[src/rtl/mem_pkg.sv]
// Shared definitions for the data-memory access unit: op encodings, FSM states
// and the request legality rule.
package mem_pkg;

  localparam int MEM_WORDS_DEFAULT = 1024;

  localparam logic [2:0] OP_B  = 3'b000;
  localparam logic [2:0] OP_H  = 3'b001;
  localparam logic [2:0] OP_W  = 3'b010;
  localparam logic [2:0] OP_BU = 3'b100;
  localparam logic [2:0] OP_HU = 3'b101;

  typedef enum logic [1:0] {
    ST_IDLE  = 2'b00,
    ST_READ  = 2'b01,
    ST_MERGE = 2'b10,
    ST_WRITE = 2'b11
  } state_e;

  // Unsigned ops exist only for loads; halves need even, words need 4-aligned addresses.
  function automatic logic access_legal(input logic       is_store,
                                        input logic [2:0] op,
                                        input logic [1:0] lane,
                                        input logic       in_range);
    logic ok;
    case (op)
      OP_B:    ok = 1'b1;
      OP_H:    ok = ~lane[0];
      OP_W:    ok = (lane == 2'b00);
      OP_BU:   ok = ~is_store;
      OP_HU:   ok = ~is_store & ~lane[0];
      default: ok = 1'b0;
    endcase
    return ok & in_range;
  endfunction

endpackage

[src/rtl/mem_lane_align.sv]
// Combinational lane steering: extracts/extends a sub-word load and merges a
// sub-word store into the previously read word.
module mem_lane_align
  import mem_pkg::*;
(
  input  logic [31:0] i_word,
  input  logic [31:0] i_store_data,
  input  logic [1:0]  i_lane,
  input  logic [2:0]  i_op,
  output logic [31:0] o_load_value,
  output logic [31:0] o_merged_word
);

  logic       w_is_byte;
  logic       w_is_half;
  logic       w_signed;
  logic [7:0] w_bytes [4];
  logic [7:0] w_sel_byte;
  logic [15:0] w_sel_half;

  assign w_is_byte = (i_op == OP_B) || (i_op == OP_BU);
  assign w_is_half = (i_op == OP_H) || (i_op == OP_HU);
  assign w_signed  = (i_op == OP_B) || (i_op == OP_H);

  genvar gi;
  generate
    for (gi = 0; gi < 4; gi++) begin : g_lane
      localparam logic [1:0] LANE = 2'(gi);
      logic       w_hit;
      logic [7:0] w_src;

      assign w_bytes[gi] = i_word[8*gi +: 8];
      assign w_hit = w_is_byte ? (i_lane == LANE) :
                     w_is_half ? (i_lane[1] == LANE[1]) : 1'b1;
      // Store data always arrives right-justified, so a half's high byte is bits 15:8.
      assign w_src = w_is_byte ? i_store_data[7:0] :
                     w_is_half ? i_store_data[8*(gi%2) +: 8] : i_store_data[8*gi +: 8];
      assign o_merged_word[8*gi +: 8] = w_hit ? w_src : w_bytes[gi];
    end
  endgenerate

  assign w_sel_byte = w_bytes[i_lane];
  assign w_sel_half = i_lane[1] ? i_word[31:16] : i_word[15:0];

  always_comb begin
    o_load_value = i_word;
    if (w_is_byte) begin
      o_load_value = {{24{w_signed & w_sel_byte[7]}}, w_sel_byte};
    end else if (w_is_half) begin
      o_load_value = {{16{w_signed & w_sel_half[15]}}, w_sel_half};
    end
  end

endmodule

[src/rtl/mem_access_unit.sv]
// CPU-side initiator for a word-addressed data memory with a one-cycle registered
// read: byte-addressed loads/stores, read-modify-write for sub-word stores.
module mem_access_unit
  import mem_pkg::*;
#(
  parameter int MEM_WORDS = MEM_WORDS_DEFAULT,
  parameter int ADDR_W    = 32
) (
  input  logic              i_clk,
  input  logic              i_rst_n,
  input  logic              i_req,
  input  logic              i_is_store,
  input  logic [2:0]        i_op,
  input  logic [ADDR_W-1:0] i_addr,
  input  logic [31:0]       i_store_data,
  output logic              o_ready,
  output logic              o_done,
  output logic              o_error,
  output logic [31:0]       o_load_data,
  output logic [31:0]       o_mem_address,
  output logic [31:0]       o_mem_write_data,
  output logic              o_mem_write_enable,
  output logic              o_mem_read,
  input  logic [31:0]       i_mem_read_data
);

  state_e      r_state;
  logic        r_is_store;
  logic [2:0]  r_op;
  logic [1:0]  r_lane;
  logic [31:0] r_word_idx;
  logic [31:0] r_store_data;
  logic [31:0] r_wdata;
  logic [31:0] r_load_data;
  logic        r_done;
  logic        r_error;

  logic [31:0] w_req_word;
  logic        w_in_range;
  logic        w_legal;
  logic [31:0] w_load_value;
  logic [31:0] w_merged_word;

  assign w_req_word = 32'(i_addr >> 2);
  assign w_in_range = (w_req_word < 32'(MEM_WORDS));
  assign w_legal    = access_legal(i_is_store, i_op, i_addr[1:0], w_in_range);

  mem_lane_align u_lane_align (
    .i_word        (i_mem_read_data),
    .i_store_data  (r_store_data),
    .i_lane        (r_lane),
    .i_op          (r_op),
    .o_load_value  (w_load_value),
    .o_merged_word (w_merged_word)
  );

  always_ff @(posedge i_clk or negedge i_rst_n) begin
    if (!i_rst_n) begin
      r_state      <= ST_IDLE;
      r_is_store   <= 1'b0;
      r_op         <= '0;
      r_lane       <= '0;
      r_word_idx   <= '0;
      r_store_data <= '0;
      r_wdata      <= '0;
      r_load_data  <= '0;
      r_done       <= 1'b0;
      r_error      <= 1'b0;
    end else begin
      r_done  <= 1'b0;
      r_error <= 1'b0;
      case (r_state)
        ST_IDLE: begin
          if (i_req) begin
            r_is_store   <= i_is_store;
            r_op         <= i_op;
            r_lane       <= i_addr[1:0];
            r_word_idx   <= w_req_word;
            r_store_data <= i_store_data;
            if (!w_legal) begin
              r_done  <= 1'b1;
              r_error <= 1'b1;
            end else if (i_is_store && (i_op == OP_W)) begin
              r_wdata <= i_store_data;
              r_state <= ST_WRITE;
            end else begin
              r_state <= ST_READ;
            end
          end
        end
        ST_READ: r_state <= ST_MERGE;
        ST_MERGE: begin
          if (r_is_store) begin
            r_wdata <= w_merged_word;
            r_state <= ST_WRITE;
          end else begin
            r_load_data <= w_load_value;
            r_done      <= 1'b1;
            r_state     <= ST_IDLE;
          end
        end
        ST_WRITE: begin
          r_done  <= 1'b1;
          r_state <= ST_IDLE;
        end
        default: r_state <= ST_IDLE;
      endcase
    end
  end

  // Strobes decode straight from state so an asserted reset removes them at once.
  assign o_ready            = (r_state == ST_IDLE);
  assign o_mem_read         = (r_state == ST_READ);
  assign o_mem_write_enable = (r_state == ST_WRITE);
  assign o_mem_address      = (r_state == ST_IDLE) ? 32'd0 : r_word_idx;
  assign o_mem_write_data   = (r_state == ST_WRITE) ? r_wdata : 32'd0;
  assign o_done             = r_done;
  assign o_error            = r_error;
  assign o_load_data        = r_load_data;

endmodule

[config.mk]
export PLATFORM = sky130hd
export DESIGN_NAME = mem_access_unit
export DESIGN_NICKNAME = d
export VERILOG_FILES = /design/src/rtl/mem_pkg.sv /design/src/rtl/mem_lane_align.sv /design/src/rtl/mem_access_unit.sv
export SDC_FILE = /design/constraint.sdc
export NUM_CORES = 1
export LEC_CHECK = 0
export ABC_AREA = 1
export BUFFER_PORTS_ARGS = -buffer_cell sky130_fd_sc_hd__buf_4
export CORE_AREA = 2 2 138 140
export CTS_BUF_LIST = sky130_fd_sc_hd__clkbuf_8
export DETAILED_ROUTE_END_ITERATION = 8
export DIE_AREA = 0 0 140 142
export PLACE_DENSITY = 0.75
export SYNTH_ARGS = -nofsm -noshare
export SYNTH_HDL_FRONTEND = slang
export SYNTH_SLANG_ARGS = --single-unit
[constraint.sdc]
create_clock -name i_clk -period 1.95 [get_ports i_clk]
set_input_delay 0.2925 -clock i_clk [delete_from_list [all_inputs] [get_ports i_clk]]
set_output_delay 0.2925 -clock i_clk [all_outputs]
set_load 0.02 [all_outputs]
==> results of run 1 <==
worst min-delay path, delay by kind of cell:
kind / cells / cell delay [ns]
AO/OA/AOI/OAI: 1 / 0.09
buffers and inverters: 1 / 0.08
AND/OR/NAND/NOR: 1 / 0.03
where the power goes:
part,internal [mW],total [mW],switching [mW]
combinational,0.497,1.25,0.749
clock,1.38,2.46,1.09
sequential,2.99,3.11,0.116
total,4.86,6.82,1.95
registers in the layout (all words and copies together) (netlist names):
signal        cells
o_error           1
r_store_data     32
r_state           2
r_wdata          32
r_op              3
o_done            1
r_word_idx       30
r_is_store        1
o_load_data      32
r_lane            2
cell type report:
cell class | count | share of cell area
sequential | 136 | 0.348
tap | 234 | 0.0299
clock buffer | 21 | 0.0295
clock inverter | 9 | 0.0125
inverter | 133 | 0.0513
timing repair buffer | 224 | 0.184
multi-input combinational | 750 | 0.345
cells in the final DEF, fill, tap and decap left out, drive strengths merged, types with 8 or more instances in the layout:
cell type / Yosys / routed
a22oi: 8 / 8
inv: 133 / 133
clkbuf: 10 / 21
nand2: 392 / 392
mux2: 17 / 17
o21ai: 54 / 54
buf: 48 / 223
nand3: 60 / 60
dfrtp: 136 / 136
nor2: 124 / 124
a21oi: 64 / 64
path summary, 6_finish.rpt:
check / end / depth (start not counted) / start
worst min-delay path: r_word_idx[0] / 3 / i_addr[2]
worst max register to register: r_wdata[10] / 11 / r_op[1]
worst min register to register: r_wdata[20] / 2 / r_wdata[20]
worst max-delay path: o_mem_address[20] / 4 / r_state[1]
min in group asynchronous: r_word_idx[14] / 2 / i_rst_n
max in group asynchronous: r_word_idx[5] / 3 / i_rst_n
cell families after synthesis:
| family | after synthesis | share of synthesized area |
|---|---|---|
| mux | 17 | 0.0251 |
| compound gates | 141 | 0.101 |
| flops | 136 | 0.446 |
| simple gates | 590 | 0.314 |
| other cells | 1 | 0.000491 |
| buf+inv | 191 | 0.113 |
layer usage:
layer	vias to the layer above	GRT usage	part of all wire
met4	0	0.0808	0.028
met1	3469	0.319	0.43
met3	43	0.0626	0.079
li1	3675	-	-
met2	309	0.395	0.47
met5	-	0	0
what timing repair did:
item	in CTS	in global routing
pin swaps	0	1
resized for setup	4	2
setup endpoints to repair	32	21
hold buffers	1	0
endpoints found under the hold margin	56	0
==> flow_summary.json, run 1 <==
{
  "outcome": "complete, but fails checks",
  "violations": "design-rule violations",
  "synthDistinctLibCells": 34,
  "nFillCells": 1741,
  "synth_area_um2": 7630,
  "cts-root-buf": "clkbuf_8",
  "drt_iter0_markers": 604,
  "syn_inst": 1076,
  "fp.dieArea_um2": 19900,
  "drcViolationCount": 13,
  "die_y_um": 142,
  "clkLatencyLatePin_ns": 0.46,
  "cts_tree": "built",
  "yosys-top-cells-count": "nand2_1 (383), dfrtp_1 (136), inv_1 (128)",
  "antenna_cells": 0,
  "fmax_ghz": 0.545,
  "crit_fanout": 32,
  "cp_top_family": "flip-flops",
  "rsz0062_at_grt": "no",
  "setup_ws_ns": 0.115,
  "die_w_um": 140,
  "place_congestion": 0.939,
  "gr-total-overflow": 0,
  "start_util": 0.413,
  "hp-class": "input port to flop",
  "ys_seq_area_frac": 0.446,
  "cts_setup_buffers": 0,
  "grt_pass1_vias": 7217,
  "num_vias": 7496,
  "cts_sinks": 136,
  "max_cap_viol_count": 0,
  "synthArstFlopShare": 1.00,
  "slowest_stage": "dfrtp_2",
  "grt.total_usage": 0.243,
  "cp.required_ns": 1.66,
  "grt_max_degree": 76,
  "critPathMaxStageDelay_ns": 0.45,
  "avgSynthCellArea_um2": 7.09,
  "synth_top_flop_cell": "dfrtp_1",
  "fin_skew_ns": 0.0127,
  "hold_viol": 0,
  "via_per_inst": 4.97,
  "synth_edf_count": 0,
  "worstMarginPinSlew_ns": 0.730,
  "synth_area_leaders": "dfrtp_1 (45%), nand2_1 (19%), inv_1 (6.3%), nor2_1 (6.0%), a21oi_1 (4.0%)",
  "place_ws_ns": 0.237,
  "multiInputGateArea_um2": 3380,
  "totalWireLength_um": 23700,
  "criticalPathCategory": "flop to output pin",
  "clk_path_buf_depth": 2,
  "place_area_um2": 9340,
  "cp-start-kind": "flop",
  "io_buffers": 201,
  "coreArea_um2": 18500,
  "dp_cells": 1476,
  "ys_ff_latch": 136,
  "setup_viol": 0,
  "placement_rows": 50,
  "ir_drop_v": 0.000420,
  "path_cells": "nor2_4, buf_12, nor2_1, buf_4",
  "fin_crit_ns": 1.83,
  "seq_area_um2": 3400,
  "fin_area_um2": 9780,
  "post-route-util": 0.530,
  "yosysMostFrequentCell": "nand2_1",
  "grt_first_pass_wirelength_um": 37900,
  "antenna_found_initial": 0,
  "final_cells": 1507,
  "worst-path-buf-inv": 2,
  "cts_buffers": 17,
  "p_leak_nw": 5.40,
  "finalSetupTns_ns": 0,
  "nets": 1365,
  "areaGrowthSynthToFinish_pct": 28.2,
  "p_total_mw": 6.82,
  "yosys_warnings": 0,
  "post_drt_wl_per_cell_um": 15.7,
  "post-route-period-util": 0.941,
  "drt_pass1_iterations": 8,
  "r2r_slack_ns": 0.23,
  "whs_ns": 0.0774,
  "htreeDepth": 4,
  "layout-drive-gt1-share": 0.236,
  "crit_path_end_kind": "output pin",
  "ant_nets": 0,
  "io_pins": 204,
  "p_per_area_nw_per_um2": 697,
  "synth_top_area_frac": 0.446,
  "dp_hpwl_um": 17600,
  "yosys.area.top_type": "dfrtp_1",
  "cts.clk_slew.worst_paths_ns": 0.08,
  "maxSlewHeadroom": 0.513,
  "cp.arrival_ns": 1.54,
  "timing.final.max_slew_violations": 0
}
No activity file was read; power rests on OpenSTA's default activity.
==> inputs of run 2 (changes only) <==
--- a/config.mk
+++ b/config.mk
@@ -14,2 +14,3 @@
 export PLACE_DENSITY = 0.75
+export SKIP_CTS_REPAIR_TIMING = 1
 export SYNTH_ARGS = -nofsm -noshare
==> constraint.sdc (replaced) <==
create_clock -name i_clk -period 1.95 [get_ports i_clk]
set_input_delay 0.0975 -clock i_clk [delete_from_list [all_inputs] [get_ports i_clk]]
set_output_delay 0.0975 -clock i_clk [all_outputs]
set_load 0.02 [all_outputs]
==> run 2 against run 1 <==
Net effect:
- the flow finishes with violations (design-rule violations, negative hold slack)
- via count grew 5.7%
- count of clock-buffer cells in the layout shrank 2
- critical path type unchanged
- critical path depth is the same
- design area grew 7.5%
==> flow_summary.json, run 2 (synthesis results as in run 1) <==
{
  "placement_rows": 50,
  "cp_top_family": "buffers and inverters",
  "cp.arrival_ns": 1.77,
  "rsz0062_at_grt": "no",
  "cts_buffers": 17,
  "timing.final.max_slew_violations": 0,
  "cp.required_ns": 1.85,
  "ant_nets": 0,
  "gr-total-overflow": 0,
  "areaGrowthSynthToFinish_pct": 37.8,
  "cpMostUsedCell": "buf_4",
  "mostFrequentLayoutCells": "nand2_1 (382), buf_4 (219), dfrtp_1 (135), inv_1 (128), nor2_1 (121)",
  "fin_skew_ns": 0.0124,
  "finalSetupTns_ns": 0,
  "slowest_stage": "dfrtp_1",
  "critPathMaxStageDelay_ns": 0.46,
  "fmax_ghz": 0.536,
  "criticalPathCategory": "flop to output pin",
  "outcome": "complete, but fails checks",
  "worstMarginPinSlew_ns": 0.755,
  "cts-root-buf": "clkbuf_8",
  "htreeDepth": 4,
  "coreArea_um2": 18500,
  "hold_viol": 5,
  "met2_usage": 0.381,
  "post-route-util": 0.570,
  "post_drt_wl_per_cell_um": 15.6,
  "cts_sinks": 136,
  "dp_hpwl_um": 17600,
  "ir_drop_v": 0.000410,
  "drcViolationCount": 11,
  "antenna_cells": 0,
  "drt_iter0_markers": 630,
  "drt_pass1_iterations": 9,
  "io_pins": 204,
  "hp-class": "input port to flop",
  "cts.clk_slew.worst_paths_ns": 0.08,
  "start_util": 0.413,
  "use_met3": 0.0659,
  "worst-path-buf-inv": 2,
  "antenna_found_initial": 0,
  "grt-busiest-layer": "met2",
  "post-route-period-util": 0.957,
  "grt_first_pass_wirelength_um": 37400,
  "die_w_um": 140,
  "clkLatencyLatePin_ns": 0.45,
  "grt_max_degree": 61,
  "grt_util_met1": 0.312,
  "violations": "design-rule violations, negative hold slack",
  "mostFrequentLayoutCell": "nand2_1",
  "fp.dieArea_um2": 19900,
  "nets": 1443,
  "io_buffers": 201,
  "cp-start-kind": "flop",
  "totalWireLength_um": 24800,
  "cts_tree": "built",
  "p_leak_nw": 5.72,
  "layout-drive-gt1-share": 0.225,
  "max_cap_viol_count": 0,
  "crit_path_end_kind": "output pin",
  "setup_viol": 0,
  "crit_fanout": 33,
  "grt_pass1_vias": 7251,
  "num_vias": 7922,
  "p_per_area_nw_per_um2": 657,
  "maxSlewHeadroom": 0.496,
  "grt.total_usage": 0.238,
  "die_y_um": 142,
  "clk_path_buf_depth": 2,
  "whs_ns": -0.00927,
  "fin_crit_ns": 1.87,
  "via_per_inst": 4.99,
  "place_congestion": 0.901,
  "path_cells": "nor2_4, buf_4, nor2_1, buf_4"
}
-- run 2: cell types whose count changed in the layout (fill, tap and decap cells not counted), sizes merged --
cell         delta
buf             +2
bufinv          -1
clkbuf          -2
clkinvlp        +2
dlygate4sd3    +76
inv             +3
-- run 2: per-layer routing --
metal,vias up,share of wire
met3,54,0.077
li1,3845,-
met4,0,0.028
met2,358,0.47
met5,-,0
met1,3665,0.42
-- run 2: power breakdown --
part	switching (mW)	internal, mW
logic	0.785	0.593
clock network	1.20	1.22
registers	0.114	2.99
total	2.10	4.80
-- run 2: worst paths after layout --
check,start,end,slack [ns],cells after the start
worst max-delay path,r_state[1],o_mem_address[21],0.08,4
worst min-delay path,i_op[1],r_op[1],-0.009,3
worst max register to register,r_op[1],r_wdata[10],0.17,11
worst min register to register,r_wdata[26],r_wdata[26],0.48,2
max in group asynchronous,i_rst_n,r_word_idx[2],1.16,3
min in group asynchronous,i_rst_n,r_word_idx[11],0.12,2
-- run 2: worst reg2reg max path: cells and delay by family (launching register included) --
| family | cells | cell delay, ns |
|---|---|---|
| flops | 1 | 0.40 |
| simple gates | 8 | 0.80 |
| buf+inv | 2 | 0.45 |
| compound gates | 1 | 0.10 |
-- run 2: cell type report --
| class | instances | area [µm²] |
|---|---|---|
| Clock buffer | 19 | 262 |
| Clock inverter | 13 | 145 |
| Fill cell | 1695 | 7940 |
| Inverter | 133 | 502 |
| Multi-Input combinational cell | 750 | 3390 |
| Sequential cell | 136 | 3400 |
| Tap cell | 234 | 293 |
| Timing Repair Buffer | 302 | 2530 |
-- run 2: stage by stage --
step                area (µm²)  instances  setup slack, ns  power (mW)
global route             10500       1587           0.0104        7.22
global placement          9330       1478            0.181        4.36
floorplan                 7630       1077            0.565        3.86
detailed placement        9330       1478            0.148        4.39
CTS                       9740       1510           0.0846        6.79
finish                   10500       1587           0.0848        6.90
